`config.mk`:
```
export PLATFORM = sky130hd
export DESIGN_NAME = ex_div
export DESIGN_NICKNAME = d
export VERILOG_FILES = /design/src/rtl/ex_div_pkg.sv /design/src/rtl/ex_div.sv
export SDC_FILE = /design/constraint.sdc
export NUM_CORES = 1
export LEC_CHECK = 0
export ABC_AREA = 1
export CAP_MARGIN = 5
export CORE_MARGIN = 5
export CORE_UTILIZATION = 55
export CTS_BUF_LIST = sky130_fd_sc_hd__clkbuf_8
export DETAILED_ROUTE_END_ITERATION = 6
export GPL_TIMING_DRIVEN = 0
export PLACE_DENSITY_LB_ADDON = 0.12
export RECOVER_POWER = 100
export SLEW_MARGIN = 20
export SYNTH_ARGS = -nofsm -noshare
export SYNTH_HDL_FRONTEND = slang
export SYNTH_SLANG_ARGS = --single-unit
```
`constraint.sdc`:
```
create_clock -name clk -period 2.4 [get_ports clk]
set_input_delay 0.48 -clock clk [delete_from_list [all_inputs] [get_ports clk]]
set_output_delay 0.48 -clock clk [all_outputs]
set_load 0.01 [all_outputs]
```
`src/rtl/ex_div_pkg.sv`:
```
// Shared types and constants for the RV32M execute-stage divider.
package ex_div_pkg;

    // Controller states: waiting, iterating one quotient bit per cycle, result cycle
    typedef enum logic [1:0] {
        DIV_IDLE = 2'b00,
        DIV_CALC = 2'b01,
        DIV_END  = 2'b10
    } div_state_e;

    // funct3 encodings of the four RV32M divide instructions
    localparam logic [2:0] DIV_OP_DIV  = 3'b100;
    localparam logic [2:0] DIV_OP_DIVU = 3'b101;
    localparam logic [2:0] DIV_OP_REM  = 3'b110;
    localparam logic [2:0] DIV_OP_REMU = 3'b111;

    // DIV and REM treat operands as two's complement
    function automatic logic op_is_signed(input logic [2:0] op);
        return (op == DIV_OP_DIV) || (op == DIV_OP_REM);
    endfunction

    // REM and REMU return the remainder, the others the quotient
    function automatic logic op_is_rem(input logic [2:0] op);
        return !((op == DIV_OP_DIV) || (op == DIV_OP_DIVU));
    endfunction

endpackage

```
`src/rtl/ex_div.sv`:
```
// Multi-cycle radix-2 restoring divider for DIV/DIVU/REM/REMU.
// Signed operations run on magnitudes and fix the sign in the result cycle.
// Divide-by-zero and signed overflow skip the iteration and finish in one cycle.
module ex_div
    import ex_div_pkg::*;
#(
    parameter int XLEN  = 32,
    parameter int CNT_W = 6
) (
    input  logic            clk,
    input  logic            rst,
    input  logic            start,
    input  logic [2:0]      op,
    input  logic [XLEN-1:0] dividend,
    input  logic [XLEN-1:0] divisor,
    input  logic [4:0]      reg_waddr_i,
    input  logic            cancel,
    output logic            busy,
    output logic            ready,
    output logic [XLEN-1:0] result,
    output logic [4:0]      reg_waddr_o,
    output logic            reg_we_o
);

    localparam logic [XLEN-1:0] MIN_NEG = {1'b1, {(XLEN-1){1'b0}}};

    div_state_e      state, state_next;
    logic [2:0]      op_q;
    logic [4:0]      waddr_q;
    logic [XLEN-1:0] rem_q;
    logic [XLEN-1:0] quo_q;
    logic [XLEN-1:0] divisor_q;
    logic [CNT_W-1:0] cnt_q;
    logic            neg_quo_q;
    logic            neg_rem_q;
    logic [XLEN-1:0] result_q;

    logic            in_signed;
    logic            dividend_neg;
    logic            divisor_neg;
    logic [XLEN-1:0] dividend_abs;
    logic [XLEN-1:0] divisor_abs;
    logic            div_zero;
    logic            overflow;
    logic            accept;

    logic [XLEN:0]   rem_shift;
    logic [XLEN:0]   trial;
    logic            trial_ok;
    logic [XLEN-1:0] rem_iter;
    logic [XLEN-1:0] quo_iter;

    logic [XLEN-1:0] sel_val;
    logic            sel_neg;
    logic [XLEN-1:0] final_val;

    // Operand preparation: magnitudes, signs and the two short-circuit cases
    always_comb begin
        in_signed    = op_is_signed(op);
        dividend_neg = in_signed && dividend[XLEN-1];
        divisor_neg  = in_signed && divisor[XLEN-1];
        dividend_abs = dividend_neg ? (~dividend + 1'b1) : dividend;
        divisor_abs  = divisor_neg ? (~divisor + 1'b1) : divisor;
        div_zero     = (divisor == '0);
        overflow     = in_signed && (dividend == MIN_NEG) && (divisor == '1);
        accept       = start && !cancel;
    end

    // One restoring step: shift {rem, quo} left and try to subtract the divisor
    always_comb begin
        rem_shift = {rem_q, quo_q[XLEN-1]};
        trial     = rem_shift - {1'b0, divisor_q};
        trial_ok  = !trial[XLEN];
        rem_iter  = trial_ok ? trial[XLEN-1:0] : rem_shift[XLEN-1:0];
        quo_iter  = {quo_q[XLEN-2:0], trial_ok};
    end

    // Pick quotient or remainder and restore its sign
    always_comb begin
        sel_val   = op_is_rem(op_q) ? rem_q : quo_q;
        sel_neg   = op_is_rem(op_q) ? neg_rem_q : neg_quo_q;
        final_val = sel_neg ? (~sel_val + 1'b1) : sel_val;
    end

    // Next-state logic; cancel always wins and sends the controller home
    always_comb begin
        state_next = state;
        case (state)
            DIV_IDLE: begin
                if (accept) begin
                    state_next = (div_zero || overflow) ? DIV_END : DIV_CALC;
                end
            end
            DIV_CALC: begin
                if (cancel) begin
                    state_next = DIV_IDLE;
                end else if (cnt_q == CNT_W'(XLEN-1)) begin
                    state_next = DIV_END;
                end
            end
            DIV_END: begin
                state_next = DIV_IDLE;
            end
            default: begin
                state_next = DIV_IDLE;
            end
        endcase
    end

    // State register
    always_ff @(posedge clk or negedge rst) begin
        if (!rst) begin
            state <= DIV_IDLE;
        end else begin
            state <= state_next;
        end
    end

    // Datapath: capture on start, iterate in CALC, remember the result in END
    always_ff @(posedge clk or negedge rst) begin
        if (!rst) begin
            op_q      <= '0;
            waddr_q   <= '0;
            rem_q     <= '0;
            quo_q     <= '0;
            divisor_q <= '0;
            cnt_q     <= '0;
            neg_quo_q <= 1'b0;
            neg_rem_q <= 1'b0;
            result_q  <= '0;
        end else begin
            case (state)
                DIV_IDLE: begin
                    if (accept) begin
                        op_q      <= op;
                        waddr_q   <= reg_waddr_i;
                        cnt_q     <= '0;
                        divisor_q <= divisor_abs;
                        if (div_zero) begin
                            // Quotient all ones; the remainder reproduces the dividend
                            quo_q     <= '1;
                            rem_q     <= dividend_abs;
                            neg_quo_q <= 1'b0;
                            neg_rem_q <= dividend_neg;
                        end else if (overflow) begin
                            quo_q     <= MIN_NEG;
                            rem_q     <= '0;
                            neg_quo_q <= 1'b0;
                            neg_rem_q <= 1'b0;
                        end else begin
                            quo_q     <= dividend_abs;
                            rem_q     <= '0;
                            neg_quo_q <= dividend_neg ^ divisor_neg;
                            neg_rem_q <= dividend_neg;
                        end
                    end
                end
                DIV_CALC: begin
                    if (!cancel) begin
                        rem_q <= rem_iter;
                        quo_q <= quo_iter;
                        cnt_q <= cnt_q + 1'b1;
                    end
                end
                DIV_END: begin
                    if (!cancel) begin
                        result_q <= final_val;
                    end
                end
                default: begin
                end
            endcase
        end
    end

    // Outputs: ready only in an uncancelled END cycle; result holds afterwards
    always_comb begin
        busy        = (state != DIV_IDLE);
        ready       = (state == DIV_END) && !cancel;
        reg_we_o    = ready;
        result      = ready ? final_val : result_q;
        reg_waddr_o = waddr_q;
    end

endmodule

```
==> qor.yml <==
run_status:
  status: "complete, but fails checks"
  violations: "setup timing"
detailed_routing:
  wl_per_cell_um: 19.6
  ant_nets: 0
  dr.pass1.iters: 7
  vias: 14900
  wl_um: 50100
  routed_via_density: 5.84
  drt_iter0_drc: 1855
  drc: 0
synth:
  yosys-top-cells-area: "dfrtp_1 (29%), nand2_1 (20%), inv_1 (9.2%), nand3_1 (5.8%), nor2_1 (5.7%)"
  synthArstFlopShare_pct: 100
  synth_mux_area_share_pct: 0
  yosysMostFrequentCell: "nand2_1"
  synth_top_area_share_pct: 29.0
  syn_area_mm2: 0.0125
  synth_ff_type: "dfrtp_1"
  synth_top_family_by_area: "simple AND/OR/NAND/NOR gates"
  postSynthAreaPerCell_um2: 6.17
  yosysSeqAreaShare_pct: 29.0
  yosys.area_share.simple_pct: 36.5
  yosysTopAreaCell: "dfrtp_1"
  synth_nets: 2143
  synth_edf_count: 0
  synth_xor_area_share_pct: 5.60
  synth-seq-cells: 145
  synth_compound_area_share_pct: 13.0
  synth_fa_ha_area_share_pct: 3.86
  syn_inst: 2029
  synth_warnings: 0
  synth.distinct_cells: 47
  synth_commonest_cells: "nand2_1 (670), inv_1 (306), nor2_1 (189)"
sta:
  skew_ps: 21.3
  relSlewSlack_pct: 10.4
  timing.final.crit_share_pct: 132
  worst_pin_slew_ps: 1340
  setup_viol: 64
  slew_violations: 0
  rsz0062_at_grt: "yes"
  period_minus_slack_ps: 3170
  fmax_mhz: 315
  layout_setup_ws_ps: -770
  whs_ps: 480
  final_hold_viol_count: 0
final_layout:
  drive_gt1_share_pct: 24.9
  utilization_pct: 75.9
  diodes: 0
  fillers: 1768
  final_nets: 2371
  synthToLayoutAreaGrowth_pct: 36.4
  seqCellArea_mm2: 0.00364
  multi_input_area_mm2: 0.00912
global_routing:
  grt_pass1_wl_um: 72100
  grt_max_degree: 102
  antenna_found_initial: 0
  grt_overflow: 0
  grt_usage_pct: 35.3
  grt_pass1_vias: 13500
worst_setup_path:
  cp.arrival_ps: 2690
  cp_max_fo: 7
  critPathMaxStageDelay_ps: 430
  endpoint_kind: "output port"
  crit_type: "register to output port"
  cp-start-kind: "register"
  critical_path_required_ps: 1920
  crit_chain: "nand2_4 > buf_8 > buf_6 > nand2_4 > o21ai_4 > nor2b_4 > buf_6 > nand2_4 > nor2_4 > nand3_2 > nand2_4 > nand3_1 > nand2_1 > nand3_2 > nand2_2 > buf_6"
  cpMaxStageDelayCell: "dfrtp_1"
  crit_top_cell: "nand2_4"
clock_network:
  cts.path.max_buffers: 2
  cts_root_buf: "clkbuf_8"
  cts_max_level: 4
  cts_tree: "built"
  clkTransAtPathRegs_ps: 90
  cts_sinks: 145
  numCtsBuffers: 17
  clk_latency_ps: 470
floorplan:
  rows: 55
  dieArea_mm2: 0.0259
  die_h_um: 161
  ios: 116
  coreArea_mm2: 0.0225
  fp.dieW_um: 161
  start_util_pct: 55.6
place:
  hpwlAfterDp_um: 35600
  place.gp.congestion: 1.07
  io_buffers: 115
pwr:
  p_leak_nw: 8.41
  power_density_mw_per_mm2: 1340
  max-vdd-ir-drop_mv: 0.664
run:
  drv_cap: 0
worst_hold_path:
  holdCritPathClass: "register to register"
[power breakdown]
group / internal, mW / total (mW) / switching [mW]
combinational: 6.56 / 16.6 / 10.0
clock: 0.859 / 1.93 / 1.07
sequential: 3.35 / 4.36 / 1.00
total: 10.8 / 22.9 / 12.1
[final timing paths]
check                           endpoint  depth (start not counted)    startpoint  slack, ps
min in group asynchronous  divisor_q[17]                          2           rst        850
setup / recovery              result[24]                         16       op_q[2]       -770
hold / removal              result_q[28]                          2  result_q[28]        480
setup reg to reg                rem_q[1]                         14      rem_q[3]       -130
max in group asynchronous      rem_q[25]                          3           rst        320
hold reg to reg             result_q[28]                          2  result_q[28]        480
[timing repair]
item | CTS | global route
pin swaps | 64 | 102
hold buffers | 1 | 0
endpoints found under the setup margin | 97 | 104
buffers inserted | 61 | 34
gates cloned | 4 | 4
gates resized for setup | 299 | 335
hold endpoints to repair | 44 | 0
[flip-flops by register name (all words and copies together), names as in the netlist]
register     cells
divisor_q       32
quo_q           32
rem_q           32
result_q        32
cnt_q            6
reg_waddr_o      5
op_q             2
state            2
neg_quo_q        1
neg_rem_q        1
[routing by layer]
layer	wire length [um]	vias to the layer above	global-route usage (%)	part of all wire [%]
li1	-	6836	-	-
met1	20100	6818	48.6	40
met2	21400	1043	54.2	43
met3	5900	221	9.21	12
met4	2650	0	12.3	5.3
met5	0	-	0	0
[area by class of cell]
class	count	area share, %
clock buffers	18	1.45
plain buffers	66	2.85
inverters	310	6.85
multi-input cells	1509	53.4
repair buffers	208	11.2
flip-flops and latches	145	21.3
well taps	285	2.09
clock inverters	14	0.762
[through the flow]
stage	instances	power (mW)	setup WS [ps]	setup TNS, ps	instance area, um^2
floorplan	2029	11.5	55.7	0	12500
detailed placement	2430	15.0	-1200	-92970	14100
global route	2555	24.2	-869	-26840	17100
CTS	2528	18.7	-669	-17240	15600
global placement	2429	14.8	-5140	-830410	14000
finish	2555	22.9	-770	-21370	17100
[worst max-delay path, delay by kind of cell (launching register included)]
family | cells | cell delay (ps)
AND/OR/NAND/NOR | 11 | 1240
flip-flops | 1 | 430
buffers and inverters | 4 | 500
AO/OA/AOI/OAI | 1 | 50
[cell families after synthesis]
family	count (synthesis)
AOI/OAI and AO/OA	294
and+or+nand+nor	1096
DFF	145
buffers and inverters	376
xor gates and xnor gates	80
adders and majority gates	38
[placed cells by master, fill, tap and decap left out, types with 20 or more instances in the layout]
cell type / instances
a21oi_1: 72
a21oi_2: 34
buf_2: 32
buf_4: 73
buf_6: 27
clkbuf_1: 20
clkdlybuf4s50_1: 79
dfrtp_1: 134
ha_4: 28
inv_1: 287
inv_2: 22
nand2_1: 568
nand2_2: 75
nand2_4: 39
nand3_1: 97
nand3_2: 42
nand4_1: 30
nor2_1: 162
nor2_2: 21
o21ai_0: 106
xor2_1: 50
Power figures use the tool's default switching activity.
